**src/rtl/calendar_pkg.sv**
```systemverilog
// rtl/calendar_pkg.sv - shared types, limits and field helpers for the calendar controller
package calendar_pkg;

  typedef enum logic [1:0] {
    MODE_RUN       = 2'd0,
    MODE_SET_DATE  = 2'd1,
    MODE_SET_MONTH = 2'd2,
    MODE_SET_YEAR  = 2'd3
  } mode_t;

  typedef enum logic [1:0] {
    SEL_DATE  = 2'd0,
    SEL_MONTH = 2'd1,
    SEL_YEAR  = 2'd2
  } field_sel_t;

  localparam int MONTHS_PY = 12;
  localparam int YEAR_MAX  = 99;
  localparam int DATE_MIN  = 1;

  // Bus scan rotation order: date -> month -> year -> date
  function automatic field_sel_t next_field(input field_sel_t f);
    case (f)
      SEL_DATE:  return SEL_MONTH;
      SEL_MONTH: return SEL_YEAR;
      default:   return SEL_DATE;
    endcase
  endfunction

  // Field edited in a given set mode (RUN maps to date, the scan's home slot)
  function automatic field_sel_t mode_field(input mode_t m);
    case (m)
      MODE_SET_MONTH: return SEL_MONTH;
      MODE_SET_YEAR:  return SEL_YEAR;
      default:        return SEL_DATE;
    endcase
  endfunction

  function automatic logic [3:0] month_inc(input logic [3:0] m);
    return (m == 4'(MONTHS_PY)) ? 4'd1 : m + 4'd1;
  endfunction

  function automatic logic [6:0] year_inc(input logic [6:0] y);
    return (y == 7'(YEAR_MAX)) ? 7'd0 : y + 7'd1;
  endfunction

endpackage

```
**src/rtl/calendar_ctrl_if.sv**
```systemverilog
// rtl/calendar_ctrl_if.sv - calendar controller signal bundle with controller/counter-side modports
interface calendar_ctrl_if #(
  parameter int BUS_W = 7
);
  logic             day_tick;
  logic             btn_mode;
  logic             btn_inc;
  logic [BUS_W-1:0] databus;
  logic             date_tick;
  logic             month_tick;
  logic             year_tick;
  logic             date_load;
  logic             month_load;
  logic             year_load;
  logic [BUS_W-1:0] load_data;
  logic             date_en;
  logic             month_en;
  logic             year_en;
  logic [1:0]       set_mode;
  logic             sync_err;

  modport master (
    input  day_tick, btn_mode, btn_inc, databus,
    output date_tick, month_tick, year_tick,
    output date_load, month_load, year_load, load_data,
    output date_en, month_en, year_en, set_mode, sync_err
  );

  modport slave (
    output day_tick, btn_mode, btn_inc, databus,
    input  date_tick, month_tick, year_tick,
    input  date_load, month_load, year_load, load_data,
    input  date_en, month_en, year_en, set_mode, sync_err
  );
endinterface

```
**src/rtl/cal_bus_scan.sv**
```systemverilog
// rtl/cal_bus_scan.sv - read-back bus slot sequencer: one-hot grant and end-of-slot sample strobe
module cal_bus_scan
  import calendar_pkg::*;
#(
  parameter int SCAN_DIV = 4
) (
  input  logic       clk,
  input  logic       clear,
  input  logic       lock,
  input  field_sel_t lock_sel,
  output logic [2:0] grant,
  output logic       sample_stb,
  output field_sel_t sample_sel
);
  localparam int CW = (SCAN_DIV > 1) ? $clog2(SCAN_DIV) : 1;
  localparam logic [CW-1:0] LAST = CW'(SCAN_DIV - 1);

  logic [CW-1:0] cnt;
  field_sel_t    slot;
  field_sel_t    gsel;

  // Slot counter; while locked it is parked so that unlocking restarts at date, count 0
  always_ff @(posedge clk or posedge clear) begin
    if (clear) begin
      cnt  <= '0;
      slot <= SEL_DATE;
    end else if (lock) begin
      cnt  <= '0;
      slot <= SEL_DATE;
    end else if (cnt == LAST) begin
      cnt  <= '0;
      slot <= next_field(slot);
    end else begin
      cnt  <= cnt + 1'b1;
    end
  end

  // Grant follows the locked field during edits, otherwise the rotating slot
  always_comb begin
    gsel       = lock ? lock_sel : slot;
    grant      = 3'b001 << gsel;
    sample_stb = !lock && (cnt == LAST);
    sample_sel = slot;
  end
endmodule

```
**src/rtl/calendar_ctrl.sv**
```systemverilog
// rtl/calendar_ctrl.sv - calendar sequencer: set-mode FSM, mirrors, tick/load pulses, bus check
module calendar_ctrl
  import calendar_pkg::*;
#(
  parameter int BUS_W    = 7,
  parameter int SCAN_DIV = 4,
  parameter int DAYS_PM  = 30
) (
  input  logic            clk,
  input  logic            clear,
  calendar_ctrl_if.master bus
);
  mode_t            state, state_nx;
  logic [1:0]       mode_step;
  logic [4:0]       date_m, date_nx;
  logic [3:0]       month_m, month_nx;
  logic [6:0]       year_m, year_nx;
  logic             pending_day, pend_nx;
  logic             day_ev;
  logic [2:0]       tick_q, tick_nx;   // {year, month, date}
  logic [2:0]       load_q, load_nx;   // {year, month, date}
  logic [BUS_W-1:0] load_data_q, load_data_nx;

  logic             scan_lock;
  field_sel_t       lock_sel;
  logic [2:0]       grant;
  logic             sample_stb;
  field_sel_t       sample_sel;
  logic             touch_now;
  logic             dirty;
  logic             sync_err_q;
  logic [BUS_W-1:0] mirror_sel;

  function automatic logic [4:0] date_inc(input logic [4:0] d);
    return (d == 5'(DAYS_PM)) ? 5'(DATE_MIN) : d + 5'd1;
  endfunction

  // Mode register
  always_ff @(posedge clk or posedge clear) begin
    if (clear) state <= MODE_RUN;
    else       state <= state_nx;
  end

  // Next mode, pending day, mirror updates and the pulses registered with them
  always_comb begin
    state_nx     = state;
    pend_nx      = pending_day;
    date_nx      = date_m;
    month_nx     = month_m;
    year_nx      = year_m;
    tick_nx      = '0;
    load_nx      = '0;
    load_data_nx = '0;
    day_ev       = 1'b0;
    mode_step    = state + 2'd1;

    if (bus.btn_mode) state_nx = mode_t'(mode_step);

    // A deferred day is released on the edge that returns to RUN, so its
    // date_tick lands in the first RUN cycle and never meets a load pulse.
    if (state == MODE_RUN) begin
      day_ev = bus.day_tick;
    end else if (state == MODE_SET_YEAR && bus.btn_mode) begin
      day_ev  = pending_day | bus.day_tick;
      pend_nx = 1'b0;
    end else if (bus.day_tick) begin
      pend_nx = 1'b1;
    end

    if (day_ev) begin
      tick_nx[0] = 1'b1;
      date_nx    = date_inc(date_m);
      if (date_m == 5'(DAYS_PM)) begin
        tick_nx[1] = 1'b1;
        month_nx   = month_inc(month_m);
        if (month_m == 4'(MONTHS_PY)) begin
          tick_nx[2] = 1'b1;
          year_nx    = year_inc(year_m);
        end
      end
    end

    // A mode step in the same cycle swallows the increment
    if (state != MODE_RUN && bus.btn_inc && !bus.btn_mode) begin
      case (state)
        MODE_SET_DATE: begin
          date_nx      = date_inc(date_m);
          load_nx[0]   = 1'b1;
          load_data_nx = BUS_W'(date_inc(date_m));
        end
        MODE_SET_MONTH: begin
          month_nx     = month_inc(month_m);
          load_nx[1]   = 1'b1;
          load_data_nx = BUS_W'(month_inc(month_m));
        end
        MODE_SET_YEAR: begin
          year_nx      = year_inc(year_m);
          load_nx[2]   = 1'b1;
          load_data_nx = BUS_W'(year_inc(year_m));
        end
        default: ;
      endcase
    end
  end

  // Mirrors and output pulses move together on the same edge
  always_ff @(posedge clk or posedge clear) begin
    if (clear) begin
      date_m      <= 5'(DATE_MIN);
      month_m     <= 4'd1;
      year_m      <= 7'd0;
      pending_day <= 1'b0;
      tick_q      <= '0;
      load_q      <= '0;
      load_data_q <= '0;
    end else begin
      date_m      <= date_nx;
      month_m     <= month_nx;
      year_m      <= year_nx;
      pending_day <= pend_nx;
      tick_q      <= tick_nx;
      load_q      <= load_nx;
      load_data_q <= load_data_nx;
    end
  end

  assign scan_lock = (state != MODE_RUN);
  assign lock_sel  = mode_field(state);

  cal_bus_scan #(
    .SCAN_DIV (SCAN_DIV)
  ) u_scan (
    .clk        (clk),
    .clear      (clear),
    .lock       (scan_lock),
    .lock_sel   (lock_sel),
    .grant      (grant),
    .sample_stb (sample_stb),
    .sample_sel (sample_sel)
  );

  // Mirror and pulse activity of the field currently on the bus
  always_comb begin
    touch_now  = 1'b0;
    mirror_sel = '0;
    case (sample_sel)
      SEL_DATE: begin
        touch_now  = tick_q[0] | load_q[0];
        mirror_sel = BUS_W'(date_m);
      end
      SEL_MONTH: begin
        touch_now  = tick_q[1] | load_q[1];
        mirror_sel = BUS_W'(month_m);
      end
      SEL_YEAR: begin
        touch_now  = tick_q[2] | load_q[2];
        mirror_sel = BUS_W'(year_m);
      end
      default: ;
    endcase
  end

  // The counter trails the mirror by one cycle after a pulse, so a slot that
  // saw one is not trusted; otherwise any end-of-slot disagreement sticks.
  always_ff @(posedge clk or posedge clear) begin
    if (clear) begin
      dirty      <= 1'b0;
      sync_err_q <= 1'b0;
    end else begin
      if (sample_stb && !(dirty || touch_now) && (bus.databus != mirror_sel))
        sync_err_q <= 1'b1;
      if (scan_lock || sample_stb) dirty <= 1'b0;
      else                         dirty <= dirty | touch_now;
    end
  end

  assign bus.date_tick  = tick_q[0];
  assign bus.month_tick = tick_q[1];
  assign bus.year_tick  = tick_q[2];
  assign bus.date_load  = load_q[0];
  assign bus.month_load = load_q[1];
  assign bus.year_load  = load_q[2];
  assign bus.load_data  = load_data_q;
  assign bus.date_en    = grant[0];
  assign bus.month_en   = grant[1];
  assign bus.year_en    = grant[2];
  assign bus.set_mode   = state;
  assign bus.sync_err   = sync_err_q;
endmodule

```
**src/flat_wrapper.sv**
```systemverilog
// flat-port wrapper written by rule: the top's interface ports become plain ports
module calendar_ctrl_flat import calendar_pkg::*;
#(
  parameter int BUS_W    = 7,
  parameter int SCAN_DIV = 4,
  parameter int DAYS_PM  = 30
)
  (clk, clear, bus_day_tick, bus_btn_mode, bus_btn_inc, bus_databus, bus_date_tick, bus_month_tick, bus_year_tick, bus_date_load, bus_month_load, bus_year_load, bus_load_data, bus_date_en, bus_month_en, bus_year_en, bus_set_mode, bus_sync_err);
  calendar_ctrl_if #(.BUS_W(BUS_W)) bus_i ();
  input  logic clk;
  input  logic clear;
  input wire logic [$bits(bus_i.day_tick)-1:0] bus_day_tick;
  input wire logic [$bits(bus_i.btn_mode)-1:0] bus_btn_mode;
  input wire logic [$bits(bus_i.btn_inc)-1:0] bus_btn_inc;
  input wire logic [$bits(bus_i.databus)-1:0] bus_databus;
  output wire logic [$bits(bus_i.date_tick)-1:0] bus_date_tick;
  output wire logic [$bits(bus_i.month_tick)-1:0] bus_month_tick;
  output wire logic [$bits(bus_i.year_tick)-1:0] bus_year_tick;
  output wire logic [$bits(bus_i.date_load)-1:0] bus_date_load;
  output wire logic [$bits(bus_i.month_load)-1:0] bus_month_load;
  output wire logic [$bits(bus_i.year_load)-1:0] bus_year_load;
  output wire logic [$bits(bus_i.load_data)-1:0] bus_load_data;
  output wire logic [$bits(bus_i.date_en)-1:0] bus_date_en;
  output wire logic [$bits(bus_i.month_en)-1:0] bus_month_en;
  output wire logic [$bits(bus_i.year_en)-1:0] bus_year_en;
  output wire logic [$bits(bus_i.set_mode)-1:0] bus_set_mode;
  output wire logic [$bits(bus_i.sync_err)-1:0] bus_sync_err;
  assign bus_i.day_tick = bus_day_tick;
  assign bus_i.btn_mode = bus_btn_mode;
  assign bus_i.btn_inc = bus_btn_inc;
  assign bus_i.databus = bus_databus;
  assign bus_date_tick = bus_i.date_tick;
  assign bus_month_tick = bus_i.month_tick;
  assign bus_year_tick = bus_i.year_tick;
  assign bus_date_load = bus_i.date_load;
  assign bus_month_load = bus_i.month_load;
  assign bus_year_load = bus_i.year_load;
  assign bus_load_data = bus_i.load_data;
  assign bus_date_en = bus_i.date_en;
  assign bus_month_en = bus_i.month_en;
  assign bus_year_en = bus_i.year_en;
  assign bus_set_mode = bus_i.set_mode;
  assign bus_sync_err = bus_i.sync_err;
  calendar_ctrl #(.BUS_W(BUS_W), .SCAN_DIV(SCAN_DIV), .DAYS_PM(DAYS_PM)) u_core (.clk(clk), .clear(clear), .bus(bus_i));
endmodule
```
**config.mk**
```make
export PLATFORM = sky130hd
export DESIGN_NAME = calendar_ctrl_flat
export DESIGN_NICKNAME = d
export VERILOG_FILES = /design/src/rtl/calendar_pkg.sv /design/src/rtl/calendar_ctrl_if.sv /design/src/rtl/cal_bus_scan.sv /design/src/rtl/calendar_ctrl.sv /design/src/flat_wrapper.sv
export SDC_FILE = /design/constraint.sdc
export NUM_CORES = 1
export LEC_CHECK = 0
export CORE_MARGIN = 2
export CORE_UTILIZATION = 63
export CTS_CLUSTER_DIAMETER = 40
export DETAILED_ROUTE_END_ITERATION = 10
export DONT_BUFFER_PORTS = 1
export GPL_ROUTABILITY_DRIVEN = 0
export GPL_TIMING_DRIVEN = 1
export PLACE_DENSITY = 0.85
export REMOVE_ABC_BUFFERS = 1
export SLEW_MARGIN = 10
export SYNTH_ARGS = -nofsm -noshare
export SYNTH_HDL_FRONTEND = slang
export SYNTH_HIERARCHICAL = 1
export SYNTH_SLANG_ARGS = --single-unit
```
**constraint.sdc**
```tcl
create_clock -name clk -period 2.15 [get_ports clk]
set_input_delay 0 -clock clk [delete_from_list [all_inputs] [get_ports clk]]
set_output_delay 0 -clock clk [all_outputs]
set_load 0.005 [all_outputs]
```
# ---- Word-level counts from Yosys, hierarchy flattened
# Index checks and enable logic that the tools add are counted.
dict set report op_classes {
  n_shift 1
  reduce_logical 17
  bitwise 6
  muxes 38
  addsub 5
  mul 0
  magnitude_cmp 0
  n_div 0
  n_eq_ne 10
}
# op count
set ops {}
lappend ops {{$mux W7} 7}
lappend ops {{$pmux W7 S3} 2}
lappend ops {{$mux W4} 5}
lappend ops {{$mux W5} 4}
lappend ops {{$mux W2} 6}
lappend ops {{$mux W1} 9}
lappend ops {{$eq A2 B2 Y1 const B} 4}
lappend ops {{$pmux W2 S2} 2}
lappend ops {{$add A7 B1 Y7 const B} 1}
lappend ops {{$eq A7 B7 Y1 const B} 1}
lappend ops {{$ne A7 B7 Y1} 1}
lappend ops {{$logic_and A1 B1 Y1} 6}
lappend ops {{$mux W3} 2}
lappend ops {{$reduce_bool A2 Y1} 3}
lappend ops {{$add A5 B1 Y5 const B} 1}
lappend ops {{$eq A5 B5 Y1 const B} 1}
lappend ops {{$or A1 B1 Y1} 5}
lappend ops {{$add A2 B1 Y2 const B} 2}
lappend ops {{$add A4 B1 Y4 const B} 1}
lappend ops {{$eq A2 B1 Y1 const B} 2}
lappend ops {{$eq A4 B4 Y1 const B} 1}
lappend ops {{$logic_not A2 Y1} 2}
lappend ops {{$logic_not A1 Y1} 3}
lappend ops {{$pmux W1 S3} 1}
lappend ops {{other kinds (4)} 5}
dict set report word_totals {
  mem_count 0
  romBits 0
  latch_bits 0
  elab_cells 89
  in_bits 12
  mem_bits_rw 0
  reg_bits 38
  out_inout_bits 19
}

# ---- Depth between registers and ports, before layout
# Gate-level depths: netlist of run 1.
dict set report logic_depth {
  ltp_word 7
  mapped_depth 8
}

# ---- Modules after synthesis
# Netlist of run 1, hierarchy kept.
# mod cells_each seq_area_each_um2 instances area_each_um2
set modules_own_cells {}
lappend modules_own_cells {calendar_ctrl 206 853.3 1 2040.7}
lappend modules_own_cells {cal_bus_scan 22 100.1 1 232.7}

# ---- Least setup slack after synthesis of run 1
# OpenSTA, ideal clock, no wires.
dict set report synth_path {
  path_kind {reg-to-reg}
  from {register u_core.date_m[0]}
  to {register u_core.year_m[0]}
  stages_incl_launch_ff 7
  setup_time_ps 125
  arrival_time_ps 1674
  n_path_buf 0
  period_less_slack_ps 1798
  setup_slack_ps 352
  path_cell_list {dfstp_2 inv_1 ha_1 and4_1 o2111ai_1 nand2_1 mux2_2}
}
dict set report synth_via {
  elab_chain_cells 5
}
# item line
set synth_rtl {}
lappend synth_rtl {{start: declaration} calendar_ctrl.sv:15} ;# logic [4:0] date_m, date_nx;
lappend synth_rtl {{start signal: assignment} calendar_ctrl.sv:109} ;# date_m <= 5'(DATE_MIN);
lappend synth_rtl {{start signal: assignment} calendar_ctrl.sv:117} ;# date_m <= date_nx;
lappend synth_rtl {{$eq A5 B5 Y1 *} calendar_ctrl.sv:73} ;# if (date_m == 5'(DAYS_PM)) begin
lappend synth_rtl {{$mux W7 *} calendar_ctrl.sv:73}
lappend synth_rtl {{$mux W7 *} calendar_ctrl.sv:70} ;# if (day_ev) begin
lappend synth_rtl {{$mux W7} calendar_ctrl.sv:85} ;# case (state)
lappend synth_rtl {{$mux W7 *} calendar_ctrl.sv:84} ;# if (state != MODE_RUN && bus.btn_inc && !bus.btn_mode) begin
lappend synth_rtl {{named net u_core.year_nx[0]} calendar_ctrl.sv:17} ;# logic [6:0] year_m, year_nx;
lappend synth_rtl {{end signal: assignment} calendar_ctrl.sv:119} ;# year_m <= year_nx;
lappend synth_rtl {{end: declaration} calendar_ctrl.sv:17}
# The timed path passes the listed nets; every way through them passes the cells marked *.
# A chain may end at the register's enable or synchronous reset.

# ---- Worst setup path after layout of run 1
dict set report layout_path {
  from {register u_core.state[0] (netlist: u_core/bus.set_mode[0])}
  to {register u_core.year_m[0]}
}
dict set report layout_via {
  elab_chain_cells 7
}
# item line
set layout_rtl {}
lappend layout_rtl {{start: declaration} calendar_ctrl.sv:13} ;# mode_t state, state_nx;
lappend layout_rtl {{start signal: assignment} calendar_ctrl.sv:41} ;# else state <= state_nx;
lappend layout_rtl {{$eq A2 B2 Y1} {calendar_ctrl.sv:63, calendar_ctrl.sv:85}}
lappend layout_rtl {{$logic_and A1 B1 Y1} calendar_ctrl.sv:63} ;# end else if (state == MODE_SET_YEAR && bus.btn_mode) begin
lappend layout_rtl {{$mux W1} calendar_ctrl.sv:63}
lappend layout_rtl {{$mux W1} calendar_ctrl.sv:61} ;# if (state == MODE_RUN) begin
lappend layout_rtl {{$mux W7} calendar_ctrl.sv:70}
lappend layout_rtl {{$mux W7} calendar_ctrl.sv:85}
lappend layout_rtl {{$mux W7 *} calendar_ctrl.sv:84}
lappend layout_rtl {{named net u_core.year_nx[0]} calendar_ctrl.sv:17}
# Marked as above.

==> results of run 1 <==
==> cells by family after synthesis <==
kind of cell             count (synthesis)  share of synthesized area, %
AND/OR/NAND/NOR                         68                          16.7
AO/OA/AOI/OAI                           53                          18.2
flip-flops                              38                          41.9
buffers and inverters                   34                          6.55
multiplexers                            13                          6.44
XOR/XNOR                                12                          4.62
adder cells (fa/ha/maj)                 10                          5.50
==> final timing paths <==
| check | slack, ns | endpoint |
|---|---|---|
| max reg2reg | 0.19 | u_core/year_m[0]$_DFF_PP0_ |
| min in group asynchronous | 0.05 | u_core/pending_day$_DFFE_PP0P_ |
| max in group asynchronous | 1.39 | u_core/date_m[0]$_DFF_PP1_ |
| min | 0.04 | u_core/bus.sync_err$_DFFE_PP0P_ |
| max | 0.19 | u_core/year_m[0]$_DFF_PP0_ |
| min reg2reg | 0.49 | u_core/u_scan/cnt[0]$_DFF_PP0_ |
==> layout make-up <==
cell class | instances | share of cell area [%]
Multi-Input combinational cell | 156 | 47.3
Sequential cell | 38 | 38.3
Timing Repair Buffer | 16 | 5.53
Inverter | 23 | 3.47
Tap cell | 46 | 2.31
Clock inverter | 3 | 1.61
Clock buffer | 5 | 1.51
==> timing repair <==
item                                   4_1_cts  5_1_grt
resized for setup                            0        1
buffers inserted                             0        0
endpoints found under the hold margin       45        0
hold buffers                                 7        0
setup endpoints to repair                    0        1
==> where the power goes <==
group          leakage, nW  internal, W  total [W]  switching (W)
clock               0.0450     0.000241   0.000483       0.000242
combinational        0.608     0.000534    0.00119       0.000657
sequential           0.486     0.000929    0.00121       0.000277
total                 1.14      0.00170    0.00288        0.00118
==> per-stage QoR <==
| step | utilization, % | std cells | power (W) |
|---|---|---|---|
| 2_1_floorplan | - | 217 | 0.00202 |
| 3_3_place_gp | 68.9 | 272 | 0.00230 |
| 3_5_place_dp | 68.9 | 272 | 0.00234 |
| 4_1_cts | 73.3 | 287 | 0.00284 |
| 5_1_grt | 73.4 | 287 | 0.00307 |
| 6_report | 73.4 | 287 | 0.00288 |
==> sequential cells by signal, summed over array words and instances (netlist names) <==
name                      cells
u_core/pending_day            1
u_core/load_q                 3
u_core/tick_q                 3
u_core/bus.sync_err           1
u_core/u_scan/sample_sel      2
u_core/u_scan/cnt             2
u_core/year_m                 7
u_core/bus.set_mode           2
u_core/date_m                 5
u_core/month_m                4
u_core/bus.load_data          7
u_core/dirty                  1
==> cell usage in the layout (no fill, tap or decap), types with 2 or more instances in the layout <==
cell type and instances:
o211ai_1 2, a21o_1 2, o21ai_0 4, ha_1 10, clkinv_2 2, inv_1 22
clkbuf_4 5, o2bb2ai_1 5, nor2b_1 9, dfrtp_1 36, dfstp_2 2, nor4_1 2
a221o_1 2, nor3_1 9, nor2_1 8, dlygate4sd3_1 7, a21oi_1 9, nor3b_1 2
a41oi_1 2, o32ai_1 3, nand3_1 9, nand2b_1 3, nand2_1 13, mux2i_1 3
mux2_2 8, nor4bb_1 2, and3_1 2, a22o_1 3, o21a_1 2, a31o_1 2
xor2_1 7, buf_4 9, xnor2_1 5, o22ai_1 2
==> worst max-delay path: cells and delay by family (launching register included) <==
family	cells	cell delay, ns
flops	1	0.47
simple gates	2	0.45
mux	1	0.36
fa+ha+maj	1	0.28
compound gates	1	0.17
buf+inv	1	0.10
==> metal layers <==
metal | global-route usage [%] | share of wire, % | wire length (microns)
met3 | 5.99 | 8.1 | 414
met5 | 0 | 0 | 0
met4 | 8.42 | 1.6 | 81
met2 | 44.5 | 49 | 2490
met1 | 36.8 | 42 | 2140
==> run_results.csv, run 1 <==
group,metric,value,unit
run_status,status,"finished, final reports clean",
hold_path,hold_path_class,"input pin to register",
worst_setup_path,worstRegToRegCells,6,
sta,finalSetupViolCount,0,
synthesis,synthTopCellsByArea,"dfrtp_1 40%, ha_1 5.5%, mux2_2 4.0%",
sta,fin_crit_sh,91.2,%
drt,wl,5.12,mm
finish,multiInputGateArea,0.00118,sq mm
sta,fin_skew,0.0171,ns
synthesis,ys.warnings.count,6,
clock_network,h-tree-depth,2,
synthesis,synthesis.area,0.00227,sq mm
clock_network,clock_latency,0.35,ns
worst_setup_path,required,2.38,ns
drt,dr.pass1.iters,6,
synthesis,synth_commonest_cells,"36 x dfrtp_1, 22 x inv_1, 13 x nand2_1, 10 x ha_1",
power,leakage,1.14,nW
worst_setup_path,startpoint_type,"register",
hold_path,worstHoldStart,"bus_databus[4]",
floorplan,die_height,64.1,microns
drt,drt_iter0_drc,195,
finish,fillerInstances,221,
synthesis,ys_seq_area_share,41.9,%
worst_setup_path,crit_path_top_delay_cell,"dfrtp_1",
floorplan,ios,31,
grt,grt_max_degree,29,
grt,track_usage,27.4,%
finish,finish.instance_area,0.00249,sq mm
sta,finalMaxSlewViolations,0,
floorplan,core,0.00339,sq mm
synthesis,yosysTopAreaCell,"dfrtp_1",
power,vdd_ir_drop_max,803,uV
sta,worst_slack,0.190,ns
clock_network,tritoncts,"built",
finish,register_area,953,sq um
floorplan,die_w,64.1,microns
worst_setup_path,crit_path_start,"u_core/bus.set_mode[0]$_DFFE_PP0P_",
synthesis,yosys.cell_types.count,59,
sta,relSlewSlack,68.1,%
floorplan,rows,21,
grt,antenna_found_initial,0,
floorplan,die-area,0.00410,sq mm
drt,ant_nets,0,
drt,vias_per_cell,6.37,
worst_setup_path,worstSetupPathType,"register to register",
clock_network,cts.sinks,38,
sta,min_period,1.96,ns
synthesis,ys_ff_latch,38,
synthesis,synth_edf_count,0,
place,hpwl,3.69,mm
finish,layout.nets,262,
clock_network,clk_pin_slew,0.12,ns
worst_setup_path,path_cells,"inv_1 -> ha_1 -> nor2b_1 -> o2111ai_1 -> nand2_1 -> mux2_2",
drt,num_vias,1827,
sta,rsz0062_at_grt,"false",
place,io_buffers,0,
place,pre_cts_slack,0.212,ns
grt,grt_pass1_vias,1804,
worst_setup_path,arrival,2.19,ns
synthesis,ys.flop_type,"dfrtp_1",
finish,drive_above_1_share,13.7,%
finish,antenna_cells,0,
worst_setup_path,critPathMaxStageDelay,0.47,ns
hold_path,whs_path_depth,3,
synthesis,postSynthCellCount,228,
synthesis,yosysMostFrequentCell,"dfrtp_1",
grt,grt_pass1_wl,8.58,mm
sta,hold_violations,0,
sta,hold_ws,0.0436,ns
synthesis,synth_top_area_share,39.6,%
clock_network,clk_path_buf_depth,2,
drt,routedWlPerCell,17.9,microns
power,powerDensity,1160,mW/mm^2
sta,max_freq,510,MHz
synthesis,async_flop_share,100,%
synthesis,syn_area_per_cell,9.97,sq um
clock_network,cts_buffers,5,
worst_setup_path,path_max_fanout,5,
worst_setup_path,rr_startpoint,"u_core/bus.set_mode[0]$_DFFE_PP0P_",
run,cap_violations,0,
drt,drc,0,
grt,overflow,0,
sta,tns,0,ns
place,placed_area,0.00234,sq mm
worst_setup_path,end_kind,"register",
clock_network,root_buffer,"clkbuf_4",
sta,tightestPinTransition,0.477,ns
floorplan,initial_core_util,67.1,%
finish,area_growth,9.47,%
Power figures use the tool's default switching activity.
==> run 2: changes to the inputs <==
--- a/config.mk
+++ b/config.mk
@@ -5,7 +5,7 @@
 export SDC_FILE = /design/constraint.sdc
 export NUM_CORES = 1
 export LEC_CHECK = 0
-export CORE_MARGIN = 2
+export CORE_MARGIN = 8
 export CORE_UTILIZATION = 63
 export CTS_CLUSTER_DIAMETER = 40
 export DETAILED_ROUTE_END_ITERATION = 10
@@ -17,5 +17,4 @@
 export SLEW_MARGIN = 10
 export SYNTH_ARGS = -nofsm -noshare
 export SYNTH_HDL_FRONTEND = slang
-export SYNTH_HIERARCHICAL = 1
 export SYNTH_SLANG_ARGS = --single-unit
==> run_results.csv, run 2 <==
group,metric,value,unit
run_status,status,"finished, final reports clean",
worst_setup_path,startpoint_type,"register",
grt,overflow,0,
drt,vias_per_cell,6.14,
clock_network,clk_pin_slew,0.12,ns
clock_network,h-tree-depth,2,
synthesis,ys.warnings.count,0,
sta,relSlewSlack,62.6,%
drt,drt_iter0_drc,139,
drt,wl,5.24,mm
finish,final_common_cell,"dfrtp_1",
synthesis,ys_ff_latch,38,
synthesis,synth_edf_count,0,
grt,grt_max_degree,39,
worst_setup_path,end_kind,"register",
synthesis,async_flop_share,100,%
sta,tns,0,ns
grt,track_usage,18.5,%
worst_setup_path,crit_path_start,"u_core.bus.set_mode[0]$_DFFE_PP0P_",
sta,finalSetupViolCount,0,
sta,worst_slack,0.150,ns
power,leakage,1.15,nW
finish,antenna_cells,0,
drt,ant_nets,0,
floorplan,die_height,76.1,microns
sta,hold_violations,0,
hold_path,worstHoldStart,"bus_databus[2]",
grt,antenna_found_initial,0,
place,io_buffers,0,
synthesis,yosys.cell_types.count,55,
sta,rsz0062_at_grt,"false",
run,cap_violations,0,
power,vdd_ir_drop_max,615,uV
finish,drive_above_1_share,12.3,%
clock_network,tritoncts,"built",
clock_network,clk_path_buf_depth,2,
floorplan,die_w,76.1,microns
sta,min_period,2.00,ns
sta,fin_crit_sh,93.0,%
synthesis,syn_area_per_cell,9.72,sq um
synthesis,synthesis.area,0.00227,sq mm
synthesis,ys_seq_area_share,41.9,%
synthesis,synth_commonest_cells,"36 x dfrtp_1, 18 x nor2_1, 16 x inv_1, 15 x nand2_1, 11 x a21oi_1",
synthesis,ys.flop_type,"dfrtp_1",
clock_network,clock_latency,0.34,ns
clock_network,cts-resized-gates,0,
clock_network,cts_buffers,5,
power,powerDensity,1130,mW/mm^2
worst_setup_path,rr_startpoint,"u_core.bus.set_mode[0]$_DFFE_PP0P_",
grt,grt_pass1_vias,1851,
floorplan,ios,31,
finish,mostFrequentLayoutCells,"36 x dfrtp_1, 18 x nor2_1, 16 x inv_1",
worst_setup_path,required,2.37,ns
sta,finalMaxSlewViolations,0,
clock_network,postCtsSetupRepairBufs,0,
sta,max_freq,500,MHz
drt,dr.pass1.iters,4,
hold_path,hold_path_class,"input pin to register",
worst_setup_path,cp-endpoint,"u_core.year_m[0]$_DFF_PP0_",
worst_setup_path,ff2ff_setup_slack,0.15,ns
sta,fin_skew,0.0127,ns
grt,grt_pass1_wl,8.96,mm
synthesis,synthTopCellsByArea,"dfrtp_1 40%, ha_1 5.5%, mux2i_1 4.0%",
floorplan,initial_core_util,63.6,%
floorplan,rows,22,
drt,num_vias,1788,
finish,layout.nets,264,
synthesis,yosysTopAreaCell,"dfrtp_1",
worst_setup_path,worstRegToRegCells,6,
finish,area_growth,7.87,%
clock_network,root_buffer,"clkbuf_4",
worst_setup_path,arrival,2.22,ns
place,hpwl,3.95,mm
synthesis,postSynthCellCount,234,
clock_network,cts.sinks,38,
synthesis,synth_top_area_share,39.6,%
worst_setup_path,path_max_fanout,5,
worst_setup_path,worstSetupPathType,"register to register",
drt,drc,0,
synthesis,yosysMostFrequentCell,"dfrtp_1",
power,p_total,0.00276,W
worst_setup_path,r2r_end,"u_core.year_m[0]$_DFF_PP0_",
sta,tightestPinTransition,0.560,ns
sta,hold_ws,0.0382,ns
finish,postLayoutCoreUtil,68.6,%
floorplan,core,0.00358,sq mm
place,pre_cts_slack,0.193,ns
floorplan,die-area,0.00579,sq mm
drt,routedWlPerCell,18.0,microns
-- run 2: worst min-delay path by stage --
stage	endpoint	cells after the start
2_1_floorplan	u_core.bus.set_mode[0]$_DFFE_PP0P_	1
3_3_place_gp	u_core.bus.load_data[6]$_DFF_PP0_	2
3_5_place_dp	u_core.year_m[5]$_DFF_PP0_	2
4_1_cts	u_core.bus.sync_err$_DFFE_PP0P_	3
5_1_grt	u_core.bus.load_data[6]$_DFF_PP0_	2
6_report	u_core.bus.sync_err$_DFFE_PP0P_	3
-- run 2: cells by family after synthesis --
family / after synthesis / synth area share (%)
DFF: 38 / 41.9
muxes: 18 / 8.42
and+or+nand+nor: 70 / 16.3
adders and majority gates: 10 / 5.50
xor gates and xnor gates: 13 / 5.01
AOI/OAI and AO/OA: 54 / 17.2
buffers and inverters: 31 / 5.72
-- run 2: what timing repair did --
action,CTS,global route
endpoints found under the hold margin,48,0
setup endpoints to repair,0,0
hold buffers,6,0
-- run 2: layer usage --
layer | track usage (%) | vias up | routed length [microns]
li1 | - | 848 | -
met1 | 22.8 | 852 | 2260
met2 | 28.4 | 73 | 2440
met3 | 6.13 | 15 | 420
met4 | 9.04 | 0 | 118
met5 | 0 | - | 0
-- run 2: layout make-up --
cell class / instances / area, sq um
multi-input combinational: 165 / 1190
fill: 257 / 1120
sequential: 38 / 953
timing repair buffer: 14 / 120
inverter: 18 / 68.8
tap: 48 / 60.1
clock buffer: 7 / 55.1
clock inverter: 1 / 5.00
-- run 2: power breakdown --
group	total (W)	internal (W)	leakage (nW)	switching, W
sequential	0.00115	0.000923	0.486	0.000232
combinational	0.00122	0.000554	0.633	0.000668
clock	0.000388	0.000159	0.0353	0.000230
-- run 2: through the flow --
stage                     cells  cell area, sq um
after detailed placement    277              2330
after global routing        291              2450
after floorplan             221              2210
after CTS                   291              2450
final                       291              2450
after global placement      277              2330
-- run 2: critical path, cell delays in order (launching register included) --
cell	delay, ns
dfrtp_1	0.37
buf_4	0.14
ha_1	0.24
a21oi_1	0.10
a2111o_1	0.50
nand2_1	0.17
mux2_2	0.36
